$ cat config.mk
export PLATFORM = sky130hd
export DESIGN_NAME = spypath_chain_tester_flat
export DESIGN_NICKNAME = d
export VERILOG_FILES = /design/src/rtl/spypath_chain_tester_if.sv /design/src/rtl/spypath_chain_tester.sv /design/src/flat_wrapper.sv
export SDC_FILE = /design/constraint.sdc
export NUM_CORES = 1
export LEC_CHECK = 0
export CAP_MARGIN = 15
export CORE_MARGIN = 2
export CORE_UTILIZATION = 48
export DETAILED_ROUTE_END_ITERATION = 6
export PLACE_DENSITY = 0.83
export REMOVE_ABC_BUFFERS = 1
export SYNTH_ARGS = -nofsm -noshare
export SYNTH_HDL_FRONTEND = slang
export SYNTH_SLANG_ARGS = --single-unit
$ cat constraint.sdc
create_clock -name clk -period 1.87 [get_ports clk]
set_input_delay 0.374 -clock clk [delete_from_list [all_inputs] [get_ports clk]]
set_output_delay 0.374 -clock clk [all_outputs]
set_load 0.01 [all_outputs]
$ cat src/rtl/spypath_chain_tester_if.sv
// spypath_chain_tester_if: control/status bundle for spypath_chain_tester; SPYPATH_FIRST_FAIL_EN adds first_fail/any_fail.
interface spypath_chain_tester_if #(
  parameter int TAP_W = 6,
  parameter int CNT_W = 16
);
  logic start;
  logic busy;
  logic done;
  logic [TAP_W-1:0] tap_sel;
  logic [CNT_W-1:0] num_trials;
  logic [CNT_W-1:0] err_count;
  logic [CNT_W-1:0] trial_count;
`ifdef SPYPATH_FIRST_FAIL_EN
  logic any_fail;
  logic [CNT_W-1:0] first_fail;
  modport master (
    output start, tap_sel, num_trials,
    input  busy, done, err_count, trial_count, any_fail, first_fail
  );
  modport slave (
    input  start, tap_sel, num_trials,
    output busy, done, err_count, trial_count, any_fail, first_fail
  );
`else
  modport master (
    output start, tap_sel, num_trials,
    input  busy, done, err_count, trial_count
  );
  modport slave (
    input  start, tap_sel, num_trials,
    output busy, done, err_count, trial_count
  );
`endif
endinterface

$ cat src/rtl/spypath_chain_tester.sv
// spypath_chain_tester: launches transitions down a spypath_3_1 chain and counts late-arriving tap samples.
// Optional SPYPATH_FIRST_FAIL_EN reports the first failing trial (first_fail/any_fail).
module spypath_3_1 (
  input  logic a,
  input  logic s0,
  input  logic s1,
  input  logic s2,
  input  logic s3,
  output logic y
);
  assign y = ((a | s0 | s1) & s2) | s3;
endmodule

module spypath_chain_tester #(
  parameter int N_STAGES      = 10,
  parameter int TAP_W         = 6,
  parameter int CNT_W         = 16,
  parameter int SETTLE_CYCLES = 8
) (
  input logic clk,
  input logic rst,
  spypath_chain_tester_if.slave bus
);
  localparam int SW = $clog2(SETTLE_CYCLES + 1);
  typedef enum logic [2:0] {IDLE, LAUNCH, CAPTURE, SETTLE, COMPARE, FINISH} stateT;
  stateT state, stateNext;
  logic launchQ, captureQ, tapVal, busyQ, doneQ;
  logic accept, mismatch, lastTrial;
  logic [TAP_W-1:0] tapQ;
  logic [CNT_W-1:0] numQ, errCnt, trialCnt;
  logic [SW-1:0] settleCnt;
  logic [N_STAGES-1:0] chainOut;
  for (genvar k = 0; k < N_STAGES; k++) begin : g_stage
    (* keep *) logic stageIn;
    (* keep *) logic stageOut;
    if (k == 0) begin : g_head
      assign stageIn = launchQ;
    end else begin : g_link
      assign stageIn = g_stage[k-1].stageOut;
    end
    spypath_3_1 u_cell (.a(stageIn), .s0(1'b0), .s1(1'b0), .s2(1'b1), .s3(1'b0), .y(stageOut));
    assign chainOut[k] = stageOut;
  end
  // Out-of-range taps fall through to the last stage.
  always_comb begin
    tapVal = chainOut[N_STAGES-1];
    for (int i = 0; i < N_STAGES - 1; i++) tapVal = (tapQ == TAP_W'(i)) ? chainOut[i] : tapVal;
  end
  assign accept    = state == IDLE && bus.start;
  assign mismatch  = tapVal != captureQ;
  assign lastTrial = trialCnt + 1'b1 == numQ;
  always_ff @(posedge clk) begin
    if (rst) state <= IDLE;
    else state <= stateNext;
  end
  always_comb begin
    stateNext = state;
    case (state)
      IDLE:    stateNext = bus.start ? (bus.num_trials == '0 ? FINISH : LAUNCH) : IDLE;
      LAUNCH:  stateNext = CAPTURE;
      CAPTURE: stateNext = SETTLE;
      SETTLE:  stateNext = settleCnt == '0 ? COMPARE : SETTLE;
      COMPARE: stateNext = lastTrial ? FINISH : LAUNCH;
      FINISH:  stateNext = IDLE;
      default: stateNext = IDLE;
    endcase
  end
  always_ff @(posedge clk) begin
    if (rst) begin
      launchQ   <= 1'b0;
      captureQ  <= 1'b0;
      busyQ     <= 1'b0;
      doneQ     <= 1'b0;
      tapQ      <= '0;
      numQ      <= '0;
      errCnt    <= '0;
      trialCnt  <= '0;
      settleCnt <= '0;
    end else begin
      doneQ <= state == FINISH;
      if (accept) begin
        tapQ     <= bus.tap_sel;
        numQ     <= bus.num_trials;
        errCnt   <= '0;
        trialCnt <= '0;
        busyQ    <= 1'b1;
      end
      if (state == FINISH) busyQ <= 1'b0;
      if (state == LAUNCH) launchQ <= ~launchQ;
      // Timing-critical sample, one clock after the launch edge.
      if (state == CAPTURE) begin
        captureQ  <= tapVal;
        settleCnt <= SW'(SETTLE_CYCLES - 1);
      end
      if (state == SETTLE && settleCnt != '0) settleCnt <= settleCnt - 1'b1;
      if (state == COMPARE) begin
        trialCnt <= trialCnt + 1'b1;
        if (mismatch && errCnt != '1) errCnt <= errCnt + 1'b1;
      end
    end
  end
  assign bus.busy        = busyQ;
  assign bus.done        = doneQ;
  assign bus.err_count   = errCnt;
  assign bus.trial_count = trialCnt;
`ifdef SPYPATH_FIRST_FAIL_EN
  logic anyFailQ;
  logic [CNT_W-1:0] firstFailQ;
  always_ff @(posedge clk) begin
    if (rst || accept) begin
      anyFailQ   <= 1'b0;
      firstFailQ <= '1;
    end else if (state == COMPARE && mismatch && !anyFailQ) begin
      anyFailQ   <= 1'b1;
      firstFailQ <= trialCnt;
    end
  end
  assign bus.any_fail   = anyFailQ;
  assign bus.first_fail = firstFailQ;
`endif
endmodule

$ cat src/flat_wrapper.sv
// flat-port wrapper written by rule: the top's interface ports become plain ports
module spypath_chain_tester_flat 
#(
  parameter int N_STAGES      = 10,
  parameter int TAP_W         = 6,
  parameter int CNT_W         = 16,
  parameter int SETTLE_CYCLES = 8
)
  (clk, rst, bus_start, bus_tap_sel, bus_num_trials, bus_busy, bus_done, bus_err_count, bus_trial_count);
  spypath_chain_tester_if #(.TAP_W(TAP_W), .CNT_W(CNT_W)) bus_i ();
  input logic clk;
  input logic rst;
  input wire logic [$bits(bus_i.start)-1:0] bus_start;
  input wire logic [$bits(bus_i.tap_sel)-1:0] bus_tap_sel;
  input wire logic [$bits(bus_i.num_trials)-1:0] bus_num_trials;
  output wire logic [$bits(bus_i.busy)-1:0] bus_busy;
  output wire logic [$bits(bus_i.done)-1:0] bus_done;
  output wire logic [$bits(bus_i.err_count)-1:0] bus_err_count;
  output wire logic [$bits(bus_i.trial_count)-1:0] bus_trial_count;
  assign bus_i.start = bus_start;
  assign bus_i.tap_sel = bus_tap_sel;
  assign bus_i.num_trials = bus_num_trials;
  assign bus_busy = bus_i.busy;
  assign bus_done = bus_i.done;
  assign bus_err_count = bus_i.err_count;
  assign bus_trial_count = bus_i.trial_count;
  spypath_chain_tester #(.N_STAGES(N_STAGES), .TAP_W(TAP_W), .CNT_W(CNT_W), .SETTLE_CYCLES(SETTLE_CYCLES)) u_core (.clk(clk), .rst(rst), .bus(bus_i));
endmodule
==> results_dict.tcl <==
set metrics [dict create \
    final_layout_size_suffix_gt1_share_pct 21.4 \
    grt_max_degree 31 \
    postRouteAntennaNets 0 \
    die_x_um 86.9 \
    swShare_pct 25.5 \
    setup_ws_ps -31.8 \
    fp-row-count 30 \
    antenna_cells 0 \
    period_needed_ps 1900 \
    syn-cell-area_um2 3300 \
    grt.total_usage_pct 24.8 \
    max_freq_mhz 526 \
    cts_root_buffer "clkbuf_8" \
    routabilityCongestion 0.854 \
    syn_to_final_growth_pct 35.9 \
    crit_type "register to register" \
    tns_ps -31.8 \
    avgSynthCellArea_um2 8.17 \
    fp.dieArea_um2 7560 \
    multi_input_area_um2 2030 \
    avgViaCountPerCell 5.84 \
    grt_pass1_vias 3181 \
    slew_headroom_pct 71.8 \
    hold_buffers 0 \
    drv_slew 0 \
    violations "negative setup slack" \
    hold_viol 0 \
    finalInstanceArea_um2 4490 \
    setup_violations 1 \
    cap_violations 0 \
    cts-buffers-inserted 9 \
    fin_crit_sh_pct 102 \
    cts_tree "done" \
    wl_per_cell_um 15.8 \
    cp-end-kind "register" \
    tightest_slew_ps 419 \
    routed_wl_um 9140 \
    io_buffers 52 \
    hold_class "register to register" \
    grt_pass1_wl_um 14800 \
    die_h_um 86.9 \
    p_sw_uw 785 \
    rsz0062_at_grt "true" \
    dpl_cell_area_um2 4170 \
    internal-power_uw 2290 \
    fin_nets 522 \
    regArea_um2 1190 \
    leakagePower_uw 0.00163 \
    crit_required_ps 2120 \
    clockPowerShare_pct 43.9 \
    n_fill_cell 563 \
    finalNonFillerCells 579 \
    clockBufferDepth 2 \
    drcViolationCount 0 \
    cp_max_fo 5 \
    top_level_ports 59 \
    p_per_area_nw_per_um2 686 \
    fin_worst_skew_ps 9.60 \
    arrival_ps 2150 \
    startpoint_type "register" \
    gr-total-overflow 0 \
    synthCells 404 \
    h-tree-depth 3 \
    vias 3383 \
    final_util_pct 66.8 \
    cts.sinks 59 \
    initial_core_util_pct 49.1 \
    dr.pass1.iters 6 \
    seq_power_share_pct 43.7 \
    synth_warnings 0 \
    p_comb_share_pct 12.4 \
    drt_iter0_markers 150 \
    core_area_um2 6720 \
    antenna_found_initial 0 \
    outcome "complete, but fails checks" \
    dp.cells 559 \
    ir_drop_mv 0.444 \
    insertion_delay_ps 350 \
    dp_hpwl_um 6430 \
    path_clk_slew_ps 80 \
]
worst paths after layout:
check / start / endpoint / slack, ps / cells after the start
max: u_core.bus.trial_count[0]$_SDFFE_PP0P_ / u_core.state[2]$_SDFF_PP0_ / -30 / 7
min: u_core.numQ[3]$_SDFFE_PP0P_ / u_core.numQ[3]$_SDFFE_PP0P_ / 470 / 2
max reg2reg: u_core.bus.trial_count[0]$_SDFFE_PP0P_ / u_core.state[2]$_SDFF_PP0_ / -30 / 7
min reg2reg: u_core.numQ[3]$_SDFFE_PP0P_ / u_core.numQ[3]$_SDFFE_PP0P_ / 470 / 2
critical path: stages (launching register included):
cell and delay [ps]:
dfxtp_1 340, ha_2 210, nand3_4 110, buf_4 150, nor4_2 280, xnor2_1 200
nand4_1 180, o41ai_2 340
stage by stage:
step	setup WS (ps)	total power [uW]	hold slack [ps]
6_report	-31.8	3080	474
4_1_cts	-15.8	3080	472
5_1_grt	-87.3	3180	489
3_3_place_gp	40.3	1730	458
3_5_place_dp	-23.6	1740	462
2_1_floorplan	-165	1580	442
cell usage in the layout (no fill, tap or decap), drive strengths merged, types with 2 or more instances in the layout:
| master | instances |
|---|---|
| o41ai | 4 |
| clkbuf | 11 |
| or3 | 6 |
| and3 | 5 |
| nor3 | 9 |
| bufinv | 2 |
| nor4 | 15 |
| a21o | 2 |
| nand4 | 12 |
| or2 | 2 |
| nand3 | 10 |
| inv | 6 |
| xnor2 | 25 |
| or4 | 2 |
| clkinv | 3 |
| and4b | 2 |
| clkdlybuf4s50 | 52 |
| o211ai | 2 |
| dfxtp | 59 |
| o21ai | 14 |
| xor2 | 7 |
| nand2b | 3 |
| a21oi | 44 |
| o21a | 4 |
| nor2 | 40 |
| nand3b | 4 |
| nor3b | 4 |
| ha | 3 |
| a22oi | 2 |
| and4 | 3 |
| a311oi | 3 |
| o311ai | 3 |
| a31oi | 3 |
| nor2b | 3 |
| buf | 53 |
| a211oi | 9 |
| nand2 | 52 |
| and2 | 3 |
state kept, by name, indices dropped and copies added, names as in the netlist:
register,flops
u_core.bus.busy,1
u_core.numQ,16
u_core.captureQ,1
u_core.settleCnt,4
u_core.bus.trial_count,16
u_core.bus.err_count,16
u_core.bus.done,1
u_core.state,3
u_core.g_stage.stageIn,1
final cells by class:
class	count	area share, %
Clock buffer	11	3.37
Sequential cell	59	26.5
Tap cell	80	2.23
Clock inverter	5	1.67
Multi-Input combinational cell	313	45.3
Inverter	6	0.502
Timing Repair Buffer	105	20.5
per-layer routing:
layer  GRT usage [%]  share of wire [%]  routed length, um  vias to the layer above
met1            30.6                 44               3980                     1616
met4            9.52                2.0                181                        0
met5               0                  0                  0                        -
met3            5.59                4.4                404                       19
li1                -                  -                  -                     1645
met2            41.9                 50               4570                      103
repair_timing:
item | 4_1_cts | 5_1_grt
pin swaps | 1 | 3
buffers inserted | 0 | 4
gates resized for setup | 2 | 15
endpoints found under the setup margin | 4 | 10
power by group through the flow:
stage          clock, uW  combinational, uW  sequential [uW]
2_1_floorplan          0                206             1370
3_3_place_gp           0                360             1370
3_5_place_dp           0                372             1370
4_1_cts             1360                376             1340
5_1_grt             1410                421             1350
6_report            1350                381             1340
No activity file was read; power rests on OpenSTA's default activity.
==> RTL change: new RTL, same settings <==
`CNT_W` is set to 16 in 3 places; all go to 20.
--- a/src/rtl/spypath_chain_tester_if.sv
+++ b/src/rtl/spypath_chain_tester_if.sv
@@ -3,3 +3,3 @@
   parameter int TAP_W = 6,
-  parameter int CNT_W = 16
+  parameter int CNT_W = 20
 );
--- a/src/rtl/spypath_chain_tester.sv
+++ b/src/rtl/spypath_chain_tester.sv
@@ -16,3 +16,3 @@
   parameter int TAP_W         = 6,
-  parameter int CNT_W         = 16,
+  parameter int CNT_W         = 20,
   parameter int SETTLE_CYCLES = 8
--- a/src/flat_wrapper.sv
+++ b/src/flat_wrapper.sv
@@ -5,3 +5,3 @@
   parameter int TAP_W         = 6,
-  parameter int CNT_W         = 16,
+  parameter int CNT_W         = 20,
   parameter int SETTLE_CYCLES = 8
Ports: changed (resized bus_err_count, bus_num_trials and bus_trial_count); port bits go from 59 to 71. The function was not compared with the original's and may differ.
==> RTL change against the original RTL <==
The run still ends with setup timing left. Critical path depth unchanged. Count of clock-buffer cells in the layout decreased by 1. Clock skew increased by 2.3 ps. Wire length increased by 32%. First-iteration DRC count increased by 93%. Synthesized area increased by 15%. Setup slack got worse by 110 ps. Final area increased by 22%. Sequential cell count increased by 12. Power increased by 9.1%. Die area increased by 14%. Sequential share of layout area decreased by 0.36 points. Final cell count increased by 28%. Non-clock buffer count increased by 46.
==> RTL change: results (changes against the original RTL) <==
Detailed routing
The detailed-route via count is 4,346 (+28%).

Final layout
The count of nets after finishing was 669 (+28%). The inverter count of the layout excluding clock inverters came to 4 (-2). The multi-input logic area is 2420 sq um (+19%). The total number of sequential cells was 71 (+20%). The register cell area after layout is 1440 sq um (+21%). The non-clock buffering overhead in the final layout is 23.7% (+3.2 points). The fraction of final layout cells with drive strength greater than 1 is 23.1% (+1.6 points).

Placed design
The port buffer count is 64 (+23%). The routability-driven placement congestion ratio is 0.909 (+6.5%). The sum of net half-perimeters after detailed placement came to 8.27 mm (+29%). The placement-stage worst setup slack is -191 ps (-168 ps).

STA
The post-layout worst setup margin came to -145 ps (-114 ps). The worst clock skew came to 11.9 ps (+2.33 ps). The relative max-transition margin was 57.2% (-15 points). The setup TNS after final layout is -145 ps (-114 ps). The final setup violation count is 1 (unchanged).

Worst setup path
The launching element of the worst setup path is u_core.bus.trial_count[10]. The slowest stage of the critical path is the or4_4 cell. The peak per-stage delay on the critical path is 550 ps (+210 ps).

Status
The flow ran to the end, but the final reports show violations. The checks that failed: setup timing.

GRT
The pin count of the biggest net entering global routing came to 45 (+45%). The wire length of the first global-routing pass was 19.6 mm (+32%).

Clock tree
The post-cts resize count was 17 (+15).

Power
The leakage power total is 2.10 nW (+29%). The internal power contribution is 2.42 mW (+5.7%).
[RTL change: layer usage]
metal	vias to the layer above	global-route usage (%)	part of all wire, %
li1	2073	-	-
met1	2041	34.0	40
met2	194	49.6	50
met3	38	4.67	6.8
met4	0	13.4	3.0
met5	-	0	0
[RTL change: through the flow]
stage | instance area, sq um | power, mW | hold WS [ps] | utilization (%) | cells
after CTS | 5360 | 3.33 | 319 | 69.7 | 741
after global placement | 5070 | 2.08 | 458 | 66.0 | 721
after global routing | 5490 | 3.47 | 343 | 71.5 | 744
final | 5490 | 3.36 | 323 | 71.5 | 744
after detailed placement | 5070 | 2.10 | 465 | 66.0 | 721
after floorplan | 3700 | 1.89 | 442 | - | 475
[RTL change: power groups by stage]
stage               combinational (mW)  sequential (mW)  clock, mW
floorplan                        0.248             1.64          0
global placement                 0.439             1.64          0
detailed placement               0.458             1.65          0
CTS                              0.466             1.61       1.26
global route                     0.533             1.62       1.32
finish                           0.486             1.62       1.26
